## src/rtl/v_norm_fixed_to_float.sv

```systemverilog
// ---------------------------------------------------------------------------
// v_norm_fixed_to_float
// Converts a 32-bit two's-complement fixed-point word with FRAC_BITS
// fractional bits into an IEEE-754 single-precision value. The magnitude is
// normalised iteratively, one left shift per clock, until its leading one
// reaches bit 31. The mantissa is truncated toward zero. This block produces
// no denormals, infinities or NaNs.
//
// Ports:
//   CLK           in   1   system clock, rising edge
//   RST_FF        in   1   asynchronous active-high reset
//   RST_FSM_FF    in   1   synchronous FSM abort; returns to IDLE, RESULT kept
//   Begin_FSM_FF  in   1   start request, sampled in IDLE or DONE
//   FIXED         in  32   signed fixed-point input
//   ACK_FF        out  1   conversion complete; RESULT valid while high
//   RESULT        out 32   {sign, exp[7:0], mant[22:0]}
// ---------------------------------------------------------------------------
module v_norm_fixed_to_float #(
  parameter int unsigned FRAC_BITS = 26
) (
  input  logic        CLK,
  input  logic        RST_FF,
  input  logic        RST_FSM_FF,
  input  logic        Begin_FSM_FF,
  input  logic [31:0] FIXED,
  output logic        ACK_FF,
  output logic [31:0] RESULT
);

  localparam int unsigned DATA_W = 32;
  localparam int unsigned CNT_W  = 5;
  localparam int unsigned EXP_W  = 8;
  localparam int unsigned MANT_W = 23;

  // Exponent of a value whose leading one sits at bit 31 before any shifting.
  // Each shift performed in NORM lowers the exponent by one.
  localparam int unsigned EXP_BASE = 127 + 31 - FRAC_BITS;

  localparam logic [2:0] S_IDLE = 3'd0;
  localparam logic [2:0] S_ABS  = 3'd1;
  localparam logic [2:0] S_NORM = 3'd2;
  localparam logic [2:0] S_PACK = 3'd3;
  localparam logic [2:0] S_DONE = 3'd4;

  logic [2:0]        state;
  logic [2:0]        state_next;
  logic [DATA_W-1:0] fixed_cap;
  logic [DATA_W-1:0] fixed_cap_next;
  logic [DATA_W-1:0] mag;
  logic [DATA_W-1:0] mag_next;
  logic              sign;
  logic              sign_next;
  logic [CNT_W-1:0]  cnt;
  logic [CNT_W-1:0]  cnt_next;
  logic              zero;
  logic              zero_next;
  logic              ack_next;
  logic [DATA_W-1:0] result_next;

  logic [DATA_W-1:0] mag_abs_c;
  logic [EXP_W-1:0]  exp_c;

  // Absolute value. 32'h80000000 maps onto itself, which is its correct
  // unsigned magnitude, so no overflow handling is needed.
  assign mag_abs_c = fixed_cap[DATA_W-1] ? (~fixed_cap + DATA_W'(1)) : fixed_cap;

  // Biased exponent. Modulo-256 subtraction matches a 9-bit computation
  // truncated to 8 bits; the legal FRAC_BITS range keeps it in 1..254.
  assign exp_c = EXP_W'(EXP_BASE) - {{(EXP_W-CNT_W){1'b0}}, cnt};

  // State and datapath registers.
  always_ff @(posedge CLK or posedge RST_FF) begin
    if (RST_FF) begin
      state     <= S_IDLE;
      fixed_cap <= '0;
      mag       <= '0;
      sign      <= 1'b0;
      cnt       <= '0;
      zero      <= 1'b0;
      ACK_FF    <= 1'b0;
      RESULT    <= '0;
    end else begin
      state     <= state_next;
      fixed_cap <= fixed_cap_next;
      mag       <= mag_next;
      sign      <= sign_next;
      cnt       <= cnt_next;
      zero      <= zero_next;
      ACK_FF    <= ack_next;
      RESULT    <= result_next;
    end
  end

  // Next-state and next-output logic.
  always_comb begin
    state_next     = state;
    fixed_cap_next = fixed_cap;
    mag_next       = mag;
    sign_next      = sign;
    cnt_next       = cnt;
    zero_next      = zero;
    ack_next       = ACK_FF;
    result_next    = RESULT;

    if (RST_FSM_FF) begin
      // Abort: drop the handshake, keep the last RESULT.
      state_next = S_IDLE;
      ack_next   = 1'b0;
    end else begin
      case (state)
        S_IDLE: begin
          if (Begin_FSM_FF) begin
            fixed_cap_next = FIXED;
            state_next     = S_ABS;
          end
        end

        S_ABS: begin
          sign_next = fixed_cap[DATA_W-1];
          mag_next  = mag_abs_c;
          cnt_next  = '0;
          zero_next = (fixed_cap == '0);
          // A zero input has no leading one, so normalisation is skipped.
          state_next = (fixed_cap == '0) ? S_PACK : S_NORM;
        end

        S_NORM: begin
          if (mag[DATA_W-1]) begin
            state_next = S_PACK;
          end else begin
            mag_next = {mag[DATA_W-2:0], 1'b0};
            cnt_next = cnt + CNT_W'(1);
          end
        end

        S_PACK: begin
          if (zero) begin
            result_next = '0;
          end else begin
            // The leading one at bit 31 is implicit; the next 23 bits form
            // the mantissa and the rest are truncated.
            result_next = {sign, exp_c, mag[DATA_W-2 -: MANT_W]};
          end
          ack_next   = 1'b1;
          state_next = S_DONE;
        end

        S_DONE: begin
          if (Begin_FSM_FF) begin
            ack_next       = 1'b0;
            fixed_cap_next = FIXED;
            state_next     = S_ABS;
          end
        end

        default: begin
          state_next = S_IDLE;
          ack_next   = 1'b0;
        end
      endcase
    end
  end

endmodule

```

## config.mk

```make
export PLATFORM = sky130hd
export DESIGN_NAME = v_norm_fixed_to_float
export DESIGN_NICKNAME = d
export VERILOG_FILES = /design/src/rtl/v_norm_fixed_to_float.sv
export SDC_FILE = /design/constraint.sdc
export NUM_CORES = 1
export LEC_CHECK = 0
export ABC_CLOCK_PERIOD_IN_PS = 4600
export CORE_MARGIN = 2
export CORE_UTILIZATION = 55
export CTS_CLUSTER_DIAMETER = 60
export DETAILED_ROUTE_END_ITERATION = 7
export PLACE_DENSITY = 0.84
export SLEW_MARGIN = 20
export SYNTH_ARGS = -nofsm -noshare
export SYNTH_HDL_FRONTEND = slang
export SYNTH_SLANG_ARGS = --single-unit
```

## constraint.sdc

```tcl
create_clock -name CLK -period 4.6 [get_ports CLK]
set_input_delay 0.92 -clock CLK [delete_from_list [all_inputs] [get_ports CLK]]
set_output_delay 0.92 -clock CLK [all_outputs]
set_load 0.05 [all_outputs]
```

# Yosys cells after proc, flatten, opt, wreduce, memory -nomap -nowiden
# Cells that the tools add are included.
# totals
regBits	107
inputBits	36
wordCells	49
latchBits	0
out_inout_bits	33
ram_bits	0
rom_bits	0
memories	0
# classes
n_addsub	3
div_mod_pow	0
eq_ne	9
n_mux	14
multipliers	0
n_lt_le_gt_ge	0
shift	0
reduce_logical	12
n_bitwise	2
# ops
op	n
2-to-1 mux 32 bit	3
case mux 32 bit (2 select lines)	1
adder 32 x 1 -> 32 bit (second input constant)	1
zero test 32 bit	1
inverter 32 bit	1
case mux 3 bit (4 select lines)	1
case mux 5 bit (2 select lines)	1
AND reduction 2 bit	5
2-to-1 mux 3 bit	3
subtractor 8 x 5 -> 8 bit (first input constant)	1
equality test 3 x 2 -> 1 bit (second input constant)	2
!= test 3 bit (second input constant)	2
AND reduction 3 bit	2
adder 5 x 1 -> 5 bit (second input constant)	1
2-to-1 mux 5 bit	1
equality test 3 x 1 -> 1 bit (second input constant)	1
equality test 3 bit (second input constant)	1
zero test 3 bit	1
2-to-1 mux 1 bit	3
!= test 3 x 1 -> 1 bit (second input constant)	1
case mux 1 bit (3 select lines)	1
OR reduction 3 bit	1
!= test 2 x 1 -> 1 bit (second input constant)	1
!= test 2 bit (second input constant)	1
other kinds (3)	3

# Longest topological paths before layout
# logic_depth
depth_word	4
mapped_depth	7

# Worst setup path after synthesis
# OpenSTA, ideal clock, no wires.
# synth_path
path_type	input-to-reg
start	input RST_FSM_FF
end	register mag[22]
n_path_buf	1
setup_time_ns	0.087
t_required_ns	4.513
path_slack_ns	2.267
path_stages	6
arrival_ns	2.246
path_cell_list	clkbuf_1 > nor2_1 > a21boi_2 > nor2_1 > or4_1 > o211ai_1
# synth_between
elab_chain_cells	2
# synth_rtl
item	line	rtl
start: declaration	23	input logic RST_FSM_FF,
inverter 1 bit (no line)	n/a	
AND reduction 3 bit (no line)	n/a	
end signal: assignment	85	mag <= mag_next;
end: declaration	49	logic [DATA_W-1:0] mag;
# No other way between the ends.
# A chain may end at the register's enable or synchronous reset.

# Final worst setup path
# layout_path
start	input RST_FSM_FF
end	register mag[29]
# The elaborated chain is that of the path after synthesis.

==> flow_summary.yaml <==
floorplanning:
  die_area_um2: 10500
  die_h_um: 102
  rows: 35
  io_pins: 69
  initial_core_util_pct: 57.2
  die_w_um: 102
  design.core.area_um2: 9280
setup_path:
  crit_path_end_kind: "flip-flop"
  arrival_ns: 3.10
  r2r_slack_ns: 1.86
  startpoint_type: "input port"
  worstSetupPathType: "in2reg"
  critPathRequiredTime_ns: 4.89
  timing.critical_path.buf_inv: 2
  crit_path_max_incr_delay_ns: 0.57
  slowest_stage: "clkdlybuf4s50_1"
  path_max_fanout: 25
  r2r.worst_path.cells: 5
  r2r-end: "mag[30]$_DFFE_PP0P_"
  worstReg2RegStart: "state[1]$_DFFE_PP0P_"
  path_delay_family: "buffers and inverters"
  worstPathCellList: "clkdlybuf4s50_1, nor2_1, a21boi_2, buf_4, o221ai_1, a211oi_1"
timing:
  hold_viol: 0
  setup_viol: 0
  rsz0062_at_grt: "false"
  relSlewSlack_pct: 26.4
  clock.fmax_mhz: 356
  fin_worst_skew_ns: 0.0142
  period_share_pct: 61.0
  tightestPinTransition_ns: 1.10
  fin_tns_setup_ns: 0
  slew_viol_final: 0
  period_minus_slack_ns: 2.81
  holdWs_ns: 0.486
route:
  drt-total-wl_um: 11500
  vias: 4288
  wl_per_cell_um: 15.9
  drt_first_iter_violations: 375
  postRouteAntennaNets: 0
  drc: 0
  firstDrtPassIters: 6
  vias_per_cell: 5.93
place:
  place_hpwl_um: 8340
  io_buffers: 68
  place.gp.congestion: 0.890
pwr:
  power_density_nw_per_um2: 708
  power.total_mw: 4.44
  ir_worst_vdd_v: 0.000397
  p_leak_nw: 2.60
finish:
  mostFrequentLayoutCell: "dfrtp_1"
  fill_cells: 696
  final_cell_mix: "dfrtp_1 (106), clkdlybuf4s50_1 (68), nand2_1 (60), o21ai_0 (49), nor2_1 (41)"
  fin_nets: 628
  n_antenna_cell: 0
  area_growth_pct: 18.0
  drive_gt1_share_pct: 12.1
clock_network:
  cts_hold_buffers: 0
  clock-sinks: 107
  cts_setup_buffers: 0
  clk_path_buf_depth: 2
  cts_resized: 0
  htreeDepth: 3
  cts_made_buffers: 9
  cts_tree: "done"
  clk_pin_slew_ns: 0.11
  clk_latency_ns: 0.38
  root_buffer: "clkbuf_8"
grt:
  grtUsageTotal_pct: 23.7
  grt_pass1_vias: 3993
  grt_max_degree: 61
  gr-total-overflow: 0
  grt_pass1_wl_um: 19400
  antenna_found_initial: 0
min_path:
  worstHoldStart: "RESULT[17]$_DFFE_PP0P_"
  hold_path_end: "RESULT[17]$_DFFE_PP0P_"
  hp-class: "reg2reg"
  holdPathStages: 2
synth:
  synth_flop_cell: "dfrtp_1"
  synth_edf_count: 0
  synthDistinctLibCells: 50
  ys_warn_count: 0
  syn_inst: 537
  syn_area_um2: 5310
  ys_ff_latch: 107
  seq_area_frac_synth_pct: 50.4
  synth_fp_nets: 576
  avgSynthCellArea_um2: 9.89
  synth-async-reset-ratio_pct: 100
run:
  maxCapViolations: 0
status:
  status: "finished, final reports clean"
-- cell type report --
type / instances / area (um^2) / area share [%]
clock buffer: 9 / 124 / 1.98
clock inverter: 7 / 65.1 / 1.04
inverter: 9 / 36.3 / 0.579
multi-input combinational: 388 / 2470 / 39.5
sequential: 107 / 2680 / 42.8
tap: 129 / 161 / 2.58
timing repair buffer: 74 / 726 / 11.6
-- worst register-to-register path: stages (launching register included) --
cell and delay [ns]:
dfrtp_1 0.56, or3b_2 0.68, nor2_1 0.71, buf_4 0.32
a21oi_1 0.09, a221oi_1 0.28
-- Yosys cell counts, types with 2 or more instances --
cell type / count / share of area (%)
nand2_1: 60 / 4.2
nor2_1: 42 / 3.0
ha_1: 3 / 0.71
dfrtp_1: 107 / 50
a31oi_1: 3 / 0.35
xor2_1: 20 / 3.3
a22o_1: 3 / 0.50
nand3_1: 9 / 0.85
or4_4: 3 / 0.64
a21oi_1: 28 / 2.6
nand4_1: 4 / 0.47
nor2b_1: 3 / 0.35
xnor2_1: 8 / 1.3
nor3_1: 7 / 0.66
o211ai_1: 7 / 0.99
o21ai_0: 49 / 4.6
o41ai_1: 7 / 1.2
or3_1: 8 / 0.94
or2_2: 3 / 0.35
and3_1: 2 / 0.24
or3b_2: 4 / 0.66
a211oi_1: 2 / 0.28
clkbuf_1: 27 / 1.9
a32o_1: 2 / 0.38
or4_1: 5 / 0.71
o22ai_1: 11 / 1.3
o2111ai_1: 4 / 0.66
buf_2: 5 / 0.47
nor3b_1: 2 / 0.28
mux2_2: 29 / 6.2
inv_1: 9 / 0.64
o31ai_1: 11 / 1.6
a221oi_1: 5 / 0.82
nand2b_1: 27 / 3.2
o221ai_1: 2 / 0.33
nor4_1: 2 / 0.24
-- state kept, by name, summed over array words and instances, names as in the netlist --
register	flops
ACK_FF	1
RESULT	32
cnt	5
fixed_cap	32
mag	32
sign	1
state	3
zero	1
-- logic make-up (layout without fill, tap and decap cells) --
logic type,count (synthesis),after routing,synth area share [%]
and+or+nand+nor,186,186,18.0
AOI/OAI and AO/OA,142,142,17.0
DFF,107,107,50.4
buffers and inverters,42,99,3.09
muxes,29,29,6.15
xor gates and xnor gates,28,28,4.62
adders and majority gates,3,3,0.707
-- how the worst max path moves through the flow --
stage	startpoint	endpoint	slack, ns	cells after the start
4_1_cts	RST_FSM_FF	mag[29]$_DFFE_PP0P_	1.82	6
3_3_place_gp	RST_FSM_FF	mag[29]$_DFFE_PP0P_	1.53	6
2_1_floorplan	RST_FF	ACK_FF$_DFFE_PP0P_	0.86	1
5_1_grt	RST_FSM_FF	mag[29]$_DFFE_PP0P_	1.61	6
3_5_place_dp	RST_FSM_FF	mag[29]$_DFFE_PP0P_	1.42	6
6_report	RST_FSM_FF	mag[29]$_DFFE_PP0P_	1.79	6
-- layer usage --
layer	up-vias	wire length [um]	global-route usage (%)
li1	2035	-	-
met1	2023	5350	35.4
met2	200	5020	34.7
met3	30	801	3.63
met4	0	319	10.2
met5	-	0	0
-- power by group --
part,switching [mW],internal [mW],total [mW]
Clock,0.350,0.211,0.562
Combinational,1.19,0.838,2.03
Sequential,0.493,1.36,1.85
-- per-stage QoR --
stage	utilization, %	instances	setup WS, ns	area [um^2]
floorplan	-	537	0.863	5310
detailed placement	65.4	707	1.42	6080
global route	67.5	723	1.61	6270
finish	67.5	723	1.79	6270
CTS	67.5	723	1.82	6260
global placement	65.4	707	1.53	6080
No activity file was read; power rests on OpenSTA's default activity.
